==> config.mk <==
export PLATFORM = sky130hd
export DESIGN_NAME = video_pattern_writer
export DESIGN_NICKNAME = d
export VERILOG_FILES = /design/src/rtl/video_pattern_writer.sv
export SDC_FILE = /design/constraint.sdc
export NUM_CORES = 1
export LEC_CHECK = 0
export CELL_PAD_IN_SITES_DETAIL_PLACEMENT = 1
export CELL_PAD_IN_SITES_GLOBAL_PLACEMENT = 2
export CORE_UTILIZATION = 35
export CTS_BUF_LIST = sky130_fd_sc_hd__clkbuf_8
export DETAILED_ROUTE_END_ITERATION = 8
export GPL_ROUTABILITY_DRIVEN = 0
export PLACE_DENSITY_LB_ADDON = 0.1
export SLEW_MARGIN = 40
export SYNTH_ARGS = -nofsm -noshare
export SYNTH_HDL_FRONTEND = slang
export SYNTH_SLANG_ARGS = --single-unit
==> constraint.sdc <==
create_clock -name clk_i -period 19.7 [get_ports clk_i]
set_input_delay 2.955 -clock clk_i [delete_from_list [all_inputs] [get_ports clk_i]]
set_output_delay 2.955 -clock clk_i [all_outputs]
set_load 0.02 [all_outputs]
==> src/rtl/video_pattern_writer.sv <==
// Test-pattern frame writer: each armed vsync rising edge streams one frame of
// generated pixels as bus write beats, with a bounded number of writes in flight.
module video_pattern_writer #(
  parameter int          HRES     = 640,
  parameter int          VRES     = 480,
  parameter int          PIX_BITS = 32,
  parameter int          BUS_BITS = 128,
  parameter logic [31:0] BASE_ADR = 32'h0,
  parameter int          MAX_OUT  = 4,
  parameter int          CK_SHIFT = 3
) (
  input  logic                  clk_i,
  input  logic                  rst_i,
  input  logic                  en_i,
  input  logic [2:0]            mode_i,
  input  logic [PIX_BITS-1:0]   color_i,
  input  logic                  vsync_i,
  output logic                  req_valid_o,
  input  logic                  req_ready_i,
  output logic [31:0]           req_adr_o,
  output logic [BUS_BITS-1:0]   req_dat_o,
  output logic [BUS_BITS/8-1:0] req_sel_o,
  input  logic                  resp_ack_i,
  output logic                  busy_o,
  output logic                  frame_done_o,
  output logic [15:0]           frame_cnt_o
);

  localparam int          PPW       = BUS_BITS / PIX_BITS;
  localparam int          BPB       = BUS_BITS / 8;
  localparam int          BAR_W     = HRES / 8;
  localparam logic [31:0] LAST_BEAT = 32'(HRES * VRES / PPW - 1);
  localparam logic [3:0]  MAX_OUT_L = 4'(MAX_OUT);

  typedef enum logic [1:0] {S_IDLE, S_ARM, S_WRITE, S_DRAIN} state_t;

  state_t                state_q, state_d;
  logic                  vsync_q;
  logic [3:0]            out_q, out_d;
  logic [31:0]           beat_q, beat_d, x_q, x_d, y_q, y_d;
  logic [2:0]            bar_q, bar_d, barn_q, bar_s;
  logic [31:0]           barc_q, barc_d, barcn_q, barc_s;
  logic [2:0]            mode_q, mode_n;
  logic [PIX_BITS-1:0]   color_q, color_n;
  logic                  valid_q, valid_d;
  logic [31:0]           adr_q;
  logic [BUS_BITS-1:0]   dat_q, dat_d;
  logic [BUS_BITS/8-1:0] sel_q;
  logic                  busy_q, done_q;
  logic [15:0]           cnt_q;
  logic                  accept_s, ack_s, start_s, exit_s;

  function automatic logic [PIX_BITS-1:0] pix_fn(
    input logic [2:0]          m,
    input logic [PIX_BITS-1:0] c,
    input logic [31:0]         px,
    input logic [31:0]         py,
    input logic [2:0]          bar,
    input logic [31:0]         lin
  );
    logic [31:0]         t;
    logic [PIX_BITS-1:0] r;
    t = 32'd0;
    r = {PIX_BITS{1'b0}};
    case (m)
      3'd0: r = c;
      3'd1: r = px[PIX_BITS-1:0];
      3'd2: begin
        t = (px >> CK_SHIFT) ^ (py >> CK_SHIFT);
        r = t[0] ? ~c : c;
      end
      3'd3: for (int i = 0; i < PIX_BITS; i++) r[i] = bar[(3 * i) / PIX_BITS];
      3'd4: r = lin[PIX_BITS-1:0];
      default: r = {PIX_BITS{1'b0}};
    endcase
    return r;
  endfunction

  // Handshake qualification and outstanding-write bookkeeping
  always_comb begin
    accept_s = valid_q & req_ready_i;
    ack_s    = resp_ack_i & (out_q != 4'd0);
    out_d    = out_q;
    if (accept_s && !ack_s) out_d = out_q + 4'd1;
    else if (!accept_s && ack_s) out_d = out_q - 4'd1;
    else out_d = out_q;
  end

  // Frame sequencing FSM next state
  always_comb begin
    state_d = state_q;
    start_s = 1'b0;
    exit_s  = 1'b0;
    case (state_q)
      S_IDLE:  if (en_i) state_d = S_ARM; else state_d = S_IDLE;
      S_ARM: begin
        if (!en_i) state_d = S_IDLE;
        else if (vsync_i && !vsync_q) begin
          state_d = S_WRITE;
          start_s = 1'b1;
        end else state_d = S_ARM;
      end
      S_WRITE: if (accept_s && beat_q == LAST_BEAT) state_d = S_DRAIN; else state_d = S_WRITE;
      S_DRAIN: begin
        if (out_d == 4'd0) begin
          exit_s  = 1'b1;
          state_d = en_i ? S_ARM : S_IDLE;
        end else state_d = S_DRAIN;
      end
      default: state_d = S_IDLE;
    endcase
  end

  // Raster position of the beat to present next, and the pattern it carries
  always_comb begin
    beat_d  = beat_q;
    x_d     = x_q;
    y_d     = y_q;
    bar_d   = bar_q;
    barc_d  = barc_q;
    mode_n  = start_s ? mode_i : mode_q;
    color_n = start_s ? color_i : color_q;
    if (start_s) begin
      beat_d = 32'd0;
      x_d    = 32'd0;
      y_d    = 32'd0;
      bar_d  = 3'd0;
      barc_d = 32'd0;
    end else if (accept_s) begin
      beat_d = beat_q + 32'd1;
      if (x_q + 32'(PPW) == 32'(HRES)) begin
        x_d    = 32'd0;
        y_d    = y_q + 32'd1;
        bar_d  = 3'd0;
        barc_d = 32'd0;
      end else begin
        x_d    = x_q + 32'(PPW);
        bar_d  = barn_q;
        barc_d = barcn_q;
      end
    end else begin
      beat_d = beat_q;
    end
    // Bar index steps per pixel so bars narrower than a beat still land right
    bar_s  = bar_d;
    barc_s = barc_d;
    dat_d  = {BUS_BITS{1'b0}};
    for (int k = 0; k < PPW; k++) begin
      dat_d[k*PIX_BITS +: PIX_BITS] = pix_fn(mode_n, color_n, x_d + 32'(k), y_d, bar_s,
                                             beat_d * 32'(PPW) + 32'(k) + {16'd0, cnt_q});
      if (barc_s + 32'd1 == 32'(BAR_W)) begin
        barc_s = 32'd0;
        bar_s  = bar_s + 3'd1;
      end else begin
        barc_s = barc_s + 32'd1;
      end
    end
    valid_d = (state_d == S_WRITE) && (out_d < MAX_OUT_L);
  end

  // State, counters and registered request/status outputs
  always_ff @(posedge clk_i) begin
    if (rst_i) begin
      state_q <= S_IDLE;
      vsync_q <= 1'b0;
      out_q   <= 4'd0;
      beat_q  <= 32'd0;
      x_q     <= 32'd0;
      y_q     <= 32'd0;
      bar_q   <= 3'd0;
      barc_q  <= 32'd0;
      barn_q  <= 3'd0;
      barcn_q <= 32'd0;
      mode_q  <= 3'd0;
      color_q <= {PIX_BITS{1'b0}};
      valid_q <= 1'b0;
      adr_q   <= 32'd0;
      dat_q   <= {BUS_BITS{1'b0}};
      sel_q   <= {(BUS_BITS/8){1'b0}};
      busy_q  <= 1'b0;
      done_q  <= 1'b0;
      cnt_q   <= 16'd0;
    end else begin
      state_q <= state_d;
      vsync_q <= vsync_i;
      out_q   <= out_d;
      beat_q  <= beat_d;
      x_q     <= x_d;
      y_q     <= y_d;
      bar_q   <= bar_d;
      barc_q  <= barc_d;
      barn_q  <= bar_s;
      barcn_q <= barc_s;
      mode_q  <= mode_n;
      color_q <= color_n;
      valid_q <= valid_d;
      if (state_d == S_WRITE && (!valid_q || accept_s)) begin
        adr_q <= BASE_ADR + beat_d * 32'(BPB);
        dat_q <= dat_d;
      end else begin
        adr_q <= adr_q;
        dat_q <= dat_q;
      end
      sel_q   <= valid_d ? {(BUS_BITS/8){1'b1}} : {(BUS_BITS/8){1'b0}};
      if (start_s) busy_q <= 1'b1;
      else if (exit_s) busy_q <= 1'b0;
      else busy_q <= busy_q;
      done_q  <= exit_s;
      cnt_q   <= exit_s ? cnt_q + 16'd1 : cnt_q;
    end
  end

  assign req_valid_o  = valid_q;
  assign req_adr_o    = adr_q;
  assign req_dat_o    = dat_q;
  assign req_sel_o    = sel_q;
  assign busy_o       = busy_q;
  assign frame_done_o = done_q;
  assign frame_cnt_o  = cnt_q;

endmodule
Word-level counts from Yosys, hierarchy flattened
Cells that the tools add are included.
{"block": "op_classes", "add_sub_neg": 24, "order_cmp": 1, "eq_ne": 14, "n_mux": 47, "n_bitwise": 7, "reduce_logical": 19}
{"operator": "32-bit one-hot mux with 5 select lines", "n": 4}
{"operator": "32-bit 2-to-1 mux", "n": 17}
{"operator": "32-bit by 1-bit adder with 32-bit output, second input constant", "n": 8}
{"operator": "32-bit by 16-bit adder with 32-bit output", "n": 4}
{"operator": "32-bit by 2-bit adder with 32-bit output, second input constant", "n": 4}
{"operator": "32-bit by 7-bit equality test with 1-bit output, second input constant", "n": 4}
{"operator": "30-bit 2-to-1 mux", "n": 2}
{"operator": "32-bit by 3-bit adder with 32-bit output, second input constant", "n": 1}
{"operator": "32-bit by 10-bit equality test with 1-bit output, second input constant", "n": 1}
{"operator": "32-bit by 17-bit equality test with 1-bit output, second input constant", "n": 1}
{"operator": "32-bit inverter", "n": 1}
{"operator": "3-bit 2-to-1 mux", "n": 8}
{"operator": "16-bit by 1-bit adder with 16-bit output, second input constant", "n": 1}
{"operator": "16-bit 2-to-1 mux", "n": 1}
{"operator": "3-bit by 1-bit adder with 3-bit output, second input constant", "n": 4}
{"operator": "1-bit 2-to-1 mux", "n": 9}
{"operator": "4-bit 2-to-1 mux", "n": 2}
{"operator": "2-bit one-hot mux with 4 select lines", "n": 1}
{"operator": "2-bit equality test, second input constant", "n": 3}
{"operator": "3-bit by 2-bit equality test with 1-bit output, second input constant", "n": 2}
{"operator": "1-bit logical AND", "n": 6}
{"operator": "2-bit 2-to-1 mux", "n": 3}
{"operator": "4-bit by 1-bit adder with 4-bit output, second input constant", "n": 1}
{"operator": "1-bit logical NOT", "n": 4}
{"operator": "15 further kinds", "n": 20}
{"block": "totals", "regBits": 399, "input_bits": 41, "output_inout_bits": 195, "word_cells": 133}

Depth between registers and ports, before layout
{"block": "logic_depth", "word_depth": 18, "ltp_mapped": 66, "depth_no_buf": 55}

Worst setup path before layout
Ideal clock, no wire load.
{"block": "synth_path", "path_type": "input to register", "startpoint": "input port en_i", "endpoint": "register barn_q[2]", "arrival_ns": 15.280, "required_ns": 19.577, "setup_slack_ns": 4.296, "stages": 56, "cell_sequence": "nand2b_1 nor2_1 clkbuf_1 clkbuf_1 clkbuf_1 clkbuf_1 nor3_1 ha_1 nand4_1 clkbuf_1 nor4_1 xnor2_1 nor4_1 nand4_1 or4bb_1 or4_1 clkbuf_1 nand2b_1 (+20 left out) or4_1 xor2_1 nand3_1 or4b_1 nor3_4 and2b_1 ha_1 nand2_1 or3_1 or2_0 buf_1 nor4_1 nor3_1 nand4_1 or4_1 a2111oi_4 nand4_1 mux2_1"}
{"block": "synth_between", "elab_chain_len": 15, "elab_cells_between_ends": 23, "classes_between": "8 x add/sub; 4 x eq/ne; 11 x mux"}
{"item": "from (decl)", "line_no": "14", "source": "input logic en_i,"}
{"item": "1-bit 2-to-1 mux (*)", "line_no": "97", "source": "if (!en_i) state_d = S_IDLE;"}
{"item": "1-bit 2-to-1 mux (*)", "line_no": "94", "source": "case (state_q)"}
{"item": "32-bit 2-to-1 mux (*)", "line_no": "123", "source": "if (start_s) begin"}
{"item": "named net barc_d[0]", "line_no": "42", "source": "logic [31:0] barc_q, barc_d, barcn_q, barc_s;"}
{"item": "32-bit by 1-bit adder with 32-bit output (*)", "line_no": "151, 155"}
{"item": "32-bit by 7-bit equality test with 1-bit output", "line_no": "151", "source": "if (barc_s + 32'd1 == 32'(BAR_W)) begin"}
{"item": "32-bit 2-to-1 mux", "line_no": "151"}
{"item": "32-bit by 1-bit adder with 32-bit output", "line_no": "151, 155"}
{"item": "32-bit by 7-bit equality test with 1-bit output", "line_no": "151"}
{"item": "32-bit 2-to-1 mux", "line_no": "151"}
{"item": "32-bit by 1-bit adder with 32-bit output", "line_no": "151, 155"}
{"item": "32-bit by 7-bit equality test with 1-bit output", "line_no": "151"}
{"item": "32-bit 2-to-1 mux", "line_no": "151"}
{"item": "32-bit by 1-bit adder with 32-bit output", "line_no": "151"}
{"item": "32-bit by 7-bit equality test with 1-bit output", "line_no": "151"}
{"item": "3-bit 2-to-1 mux (*)", "line_no": "151"}
{"item": "to (signal assigned)", "line_no": "192", "source": "barn_q <= bar_s;"}
{"item": "to (decl)", "line_no": "41", "source": "logic [2:0] bar_q, bar_d, barn_q, bar_s;"}
Mark *: on every way through the listed nets, which the timed path passes. The rest lies on a longest branch.
A chain may end at the register's enable or synchronous reset.

Worst setup path in the final report
{"block": "layout_path", "startpoint": "input port req_ready_i", "endpoint": "register barcn_q[16]"}
{"block": "layout_between", "elab_chain_len": 15}
{"item": "from (decl)", "line_no": "19", "source": "input logic req_ready_i,"}
{"item": "1-bit AND (*)", "line_no": "81", "source": "accept_s = valid_q & req_ready_i;"}
{"item": "32-bit 2-to-1 mux (*)", "line_no": "129", "source": "end else if (accept_s) begin"}
{"item": "32-bit 2-to-1 mux (*)", "line_no": "123"}
{"item": "32-bit by 1-bit adder with 32-bit output (*)", "line_no": "151, 155"}
{"item": "32-bit by 7-bit equality test with 1-bit output", "line_no": "151"}
{"item": "32-bit 2-to-1 mux (*)", "line_no": "151"}
{"item": "32-bit by 1-bit adder with 32-bit output (*)", "line_no": "151, 155"}
{"item": "32-bit by 7-bit equality test with 1-bit output", "line_no": "151"}
{"item": "32-bit 2-to-1 mux (*)", "line_no": "151"}
{"item": "32-bit by 1-bit adder with 32-bit output (*)", "line_no": "151, 155"}
{"item": "32-bit by 7-bit equality test with 1-bit output", "line_no": "151"}
{"item": "32-bit 2-to-1 mux (*)", "line_no": "151"}
{"item": "32-bit by 1-bit adder with 32-bit output (*)", "line_no": "151, 155"}
{"item": "32-bit by 7-bit equality test with 1-bit output", "line_no": "151"}
{"item": "2-bit OR reduction (no source line)"}
{"item": "to (signal assigned)", "line_no": "193", "source": "barcn_q <= barc_s;"}
{"item": "to (decl)", "line_no": "42"}
Every way passes the cells marked *; elsewhere a longest branch is shown, timed or not.

==> run summary <==
final hold vios -> 0
setup TNS -> 0 ps
RSZ-0062 raised after global routing -> no
Crit Path Category -> input port to register
design area -> 32700 µm²
Most Crowded Layer GR -> met2
Final Util -> 0.415
IO Pins -> 236
largest area contributor in the netlist -> dfxtp_1
die width -> 284 µm
starting density of the core -> 0.353
initial antenna violation count -> 6
FP Rows -> 103
multi-input logic area -> 19700 µm²
Reg2Reg Depth -> 55
sw frac -> 0.281
CTS tree -> yes
die height -> 284 µm
worst setup path endpoint -> barcn_q[16]$_SDFF_PP0_
area delta synth->final -> 17.6%
clock tree buffer depth -> 3
critical path's slowest cell -> clkdlybuf4s50_1
htree depth -> 3
Comb power frac -> 0.086
register area -> 7110 µm²
largest net degree at the start of global routing -> 102
Critical Path End Type -> register
Clk network pwr share -> 0.485
final std cells w/o fill -> 5034
top cell type's share of synthesized area -> 0.255
IO buf count -> 231
Synthesis Warnings -> 0
CP Launch Point -> req_ready_i
Tightest Pin Transition -> 999 ps
Placement Cell Area -> 31200 µm²
Cells after DPL -> 4904
DP Worst Slack -> 1340 ps
Root Buffer -> clkbuf_8
Seq cells post-synth -> 355
vias in the first global route -> 29700
GR Util met3 -> 0.0446
fin crit period -> 18010 ps
reg2reg setup slack -> 2840 ps
final setup violation count -> 0
final count of pins violating max slew -> 0
cts hold-fix bufs -> 0
Final Total Pwr -> 1.71 mW
post-synthesis sequential area ratio -> 0.255
WP data required -> 20290 ps
worst reg2reg path startpoint -> x_q[2]$_SDFF_PP0_
Syn Inst Count -> 3816
Detailed Place HPWL -> 104000 µm
status -> finished clean
DR iter-0 viols -> 2597
Async S/R FF share, synth -> 0
Fillers -> 9799
# clock sinks -> 355
Sequential Power Share -> 0.429
dominant cells by area after synthesis -> dfxtp_1 (26%), xnor2_1 (9.8%), xor2_1 (6.5%), nor2_1 (6.3%), nand2_1 (5.9%)
Post-synth EDFFs -> 0
DR WL/cell -> 27.1 µm
drt first pass iters -> 5
max-cap violations -> 0
Pleak -> 11.0 nW
via/cell ratio -> 5.97
Residual DRC -> 0
# Post-CTS Setup Buffers -> 0
CP Data Arrival Time -> 18610 ps
first-pass GRT wire length -> 199000 µm
Power per Cell Area -> 52.1 nW/µm²
sw power -> 479 µW
prevailing post-synth register cell -> dfxtp_1
Post-layout nets -> 4010
hold slack -> 453 ps
GR Util met2 -> 0.541
WL final -> 136000 µm
worst-path maximum fanout -> 38
total CTS buffers -> 72
clock skew -> 70.1 ps
fin crit share -> 0.914
Startpoint Class -> input port
core box area -> 78900 µm²
post-detailed-route count of antenna-violating nets -> 0
fin worst setup slack -> 1690 ps
post-CTS sizing -> 0
max frequency -> 55.5 MHz
internal power -> 1.23 mW
met1 GRT Util -> 0.418
CP peak stage delay -> 1010 ps
via count -> 30000
share of layout cells above drive strength 1 -> 0.0794
Yosys cell types -> 106
grt ovf -> 0
peak supply drop -> 0.0475 mV
Worst slew margin -> 0.327
clk_lat worst skew -> 720 ps
Most common cell on crit path -> or4_1
area of the mapped netlist -> 27900 µm²
clk slew on worst S/H paths -> 50 ps
Tot GR Track Use -> 0.327
worst min path class -> register to register
syn_area_per_cell -> 7.30 µm²
die area -> 80700 µm²
reg2reg end -> barcn_q[16]$_SDFF_PP0_
-- synth_stat cells (all sizes together) (47+ instances only) --
cell and number:
clkbuf 213, nand3 119, o21ai 235, nor2 470, nand2 441, buf 58, and3 53, nand4 89
nor4 62, a31oi 47, a21oi 265, xnor2 314, mux2i 63, xor2 209, dfxtp 355, a221oi 63
inv 53, nor3 127
-- routing by layer --
metal / vias up / part of all wire
met4: 8 / 0.050
li1: 13800 / -
met3: 281 / 0.053
met2: 997 / 0.47
met5: - / 0.00051
met1: 14900 / 0.43
-- state kept, by name (all words and copies together), names as in the netlist, 2 cells and up --
signal,count
frame_cnt_o,16
mode_q,3
barn_q,3
state_q,2
barcn_q,32
out_q,4
req_adr_o,28
color_q,32
x_q,32
req_dat_o,128
bar_q,3
y_q,4
barc_q,32
beat_q,32
-- logic make-up after synthesis --
kind of cell,share of synthesized area
buffers and inverters,0.0486
flip-flops,0.255
AO/OA/AOI/OAI,0.202
multiplexers,0.0279
AND/OR/NAND/NOR,0.283
XOR/XNOR,0.165
adder cells (fa/ha/maj),0.0181
other,0.000135
-- power by group through the flow --
stage / Combinational [mW] / Sequential (mW) / Clock (mW)
CTS: 0.145 / 0.732 / 0.849
global placement: 0.143 / 0.747 / 0
detailed placement: 0.144 / 0.747 / 0
global route: 0.158 / 0.733 / 0.878
floorplan: 0.0915 / 0.747 / 0
finish: 0.146 / 0.732 / 0.827
-- cells in the final DEF (no fill, tap or decap), drive strengths merged, types with 77 or more instances in the layout --
| cell | n |
|---|---|
| nand2 | 441 |
| clkdlybuf4s50 | 230 |
| dfxtp | 355 |
| a21oi | 265 |
| xor2 | 209 |
| inv | 78 |
| nor3 | 127 |
| buf | 77 |
| clkbuf | 87 |
| xnor2 | 314 |
| nand4 | 89 |
| o21ai | 235 |
| nor2 | 470 |
| nand3 | 119 |
-- layout make-up --
| type | count | area share |
|---|---|---|
| clock inverter | 40 | 0.00982 |
| inverter | 53 | 0.00607 |
| sequential | 355 | 0.217 |
| multi-input combinational | 3140 | 0.601 |
| antenna | 2 | 0.000153 |
| clock buffer | 86 | 0.0361 |
| tap | 1050 | 0.0401 |
| timing repair buffer | 308 | 0.0892 |
-- worst min path at each step --
| stage | to | depth (start not counted) | slack, ps | from |
|---|---|---|---|---|
| 2_1_floorplan | y_q[1]$_SDFFE_PP0P_ | 2 | 450 | y_q[1]$_SDFFE_PP0P_ |
| 3_3_place_gp | req_dat_o[125]$_SDFFE_PP0P_ | 2 | 440 | req_dat_o[125]$_SDFFE_PP0P_ |
| 3_5_place_dp | req_dat_o[123]$_SDFFE_PP0P_ | 2 | 450 | req_dat_o[123]$_SDFFE_PP0P_ |
| 4_1_cts | req_dat_o[123]$_SDFFE_PP0P_ | 2 | 450 | req_dat_o[123]$_SDFFE_PP0P_ |
| 5_1_grt | req_adr_o[16]$_SDFFE_PP0P_ | 2 | 470 | req_adr_o[16]$_SDFFE_PP0P_ |
| 6_report | req_dat_o[121]$_SDFFE_PP0P_ | 2 | 450 | req_dat_o[121]$_SDFFE_PP0P_ |
-- worst max-delay path, delay by kind of cell --
kind | cells | cell delay (ps)
multiplexers | 1 | 290
AO/OA/AOI/OAI | 9 | 2540
adder cells (fa/ha/maj) | 3 | 730
XOR/XNOR | 3 | 1200
buffers and inverters | 5 | 2170
AND/OR/NAND/NOR | 27 | 8640
(Power assumes the default switching activity.)
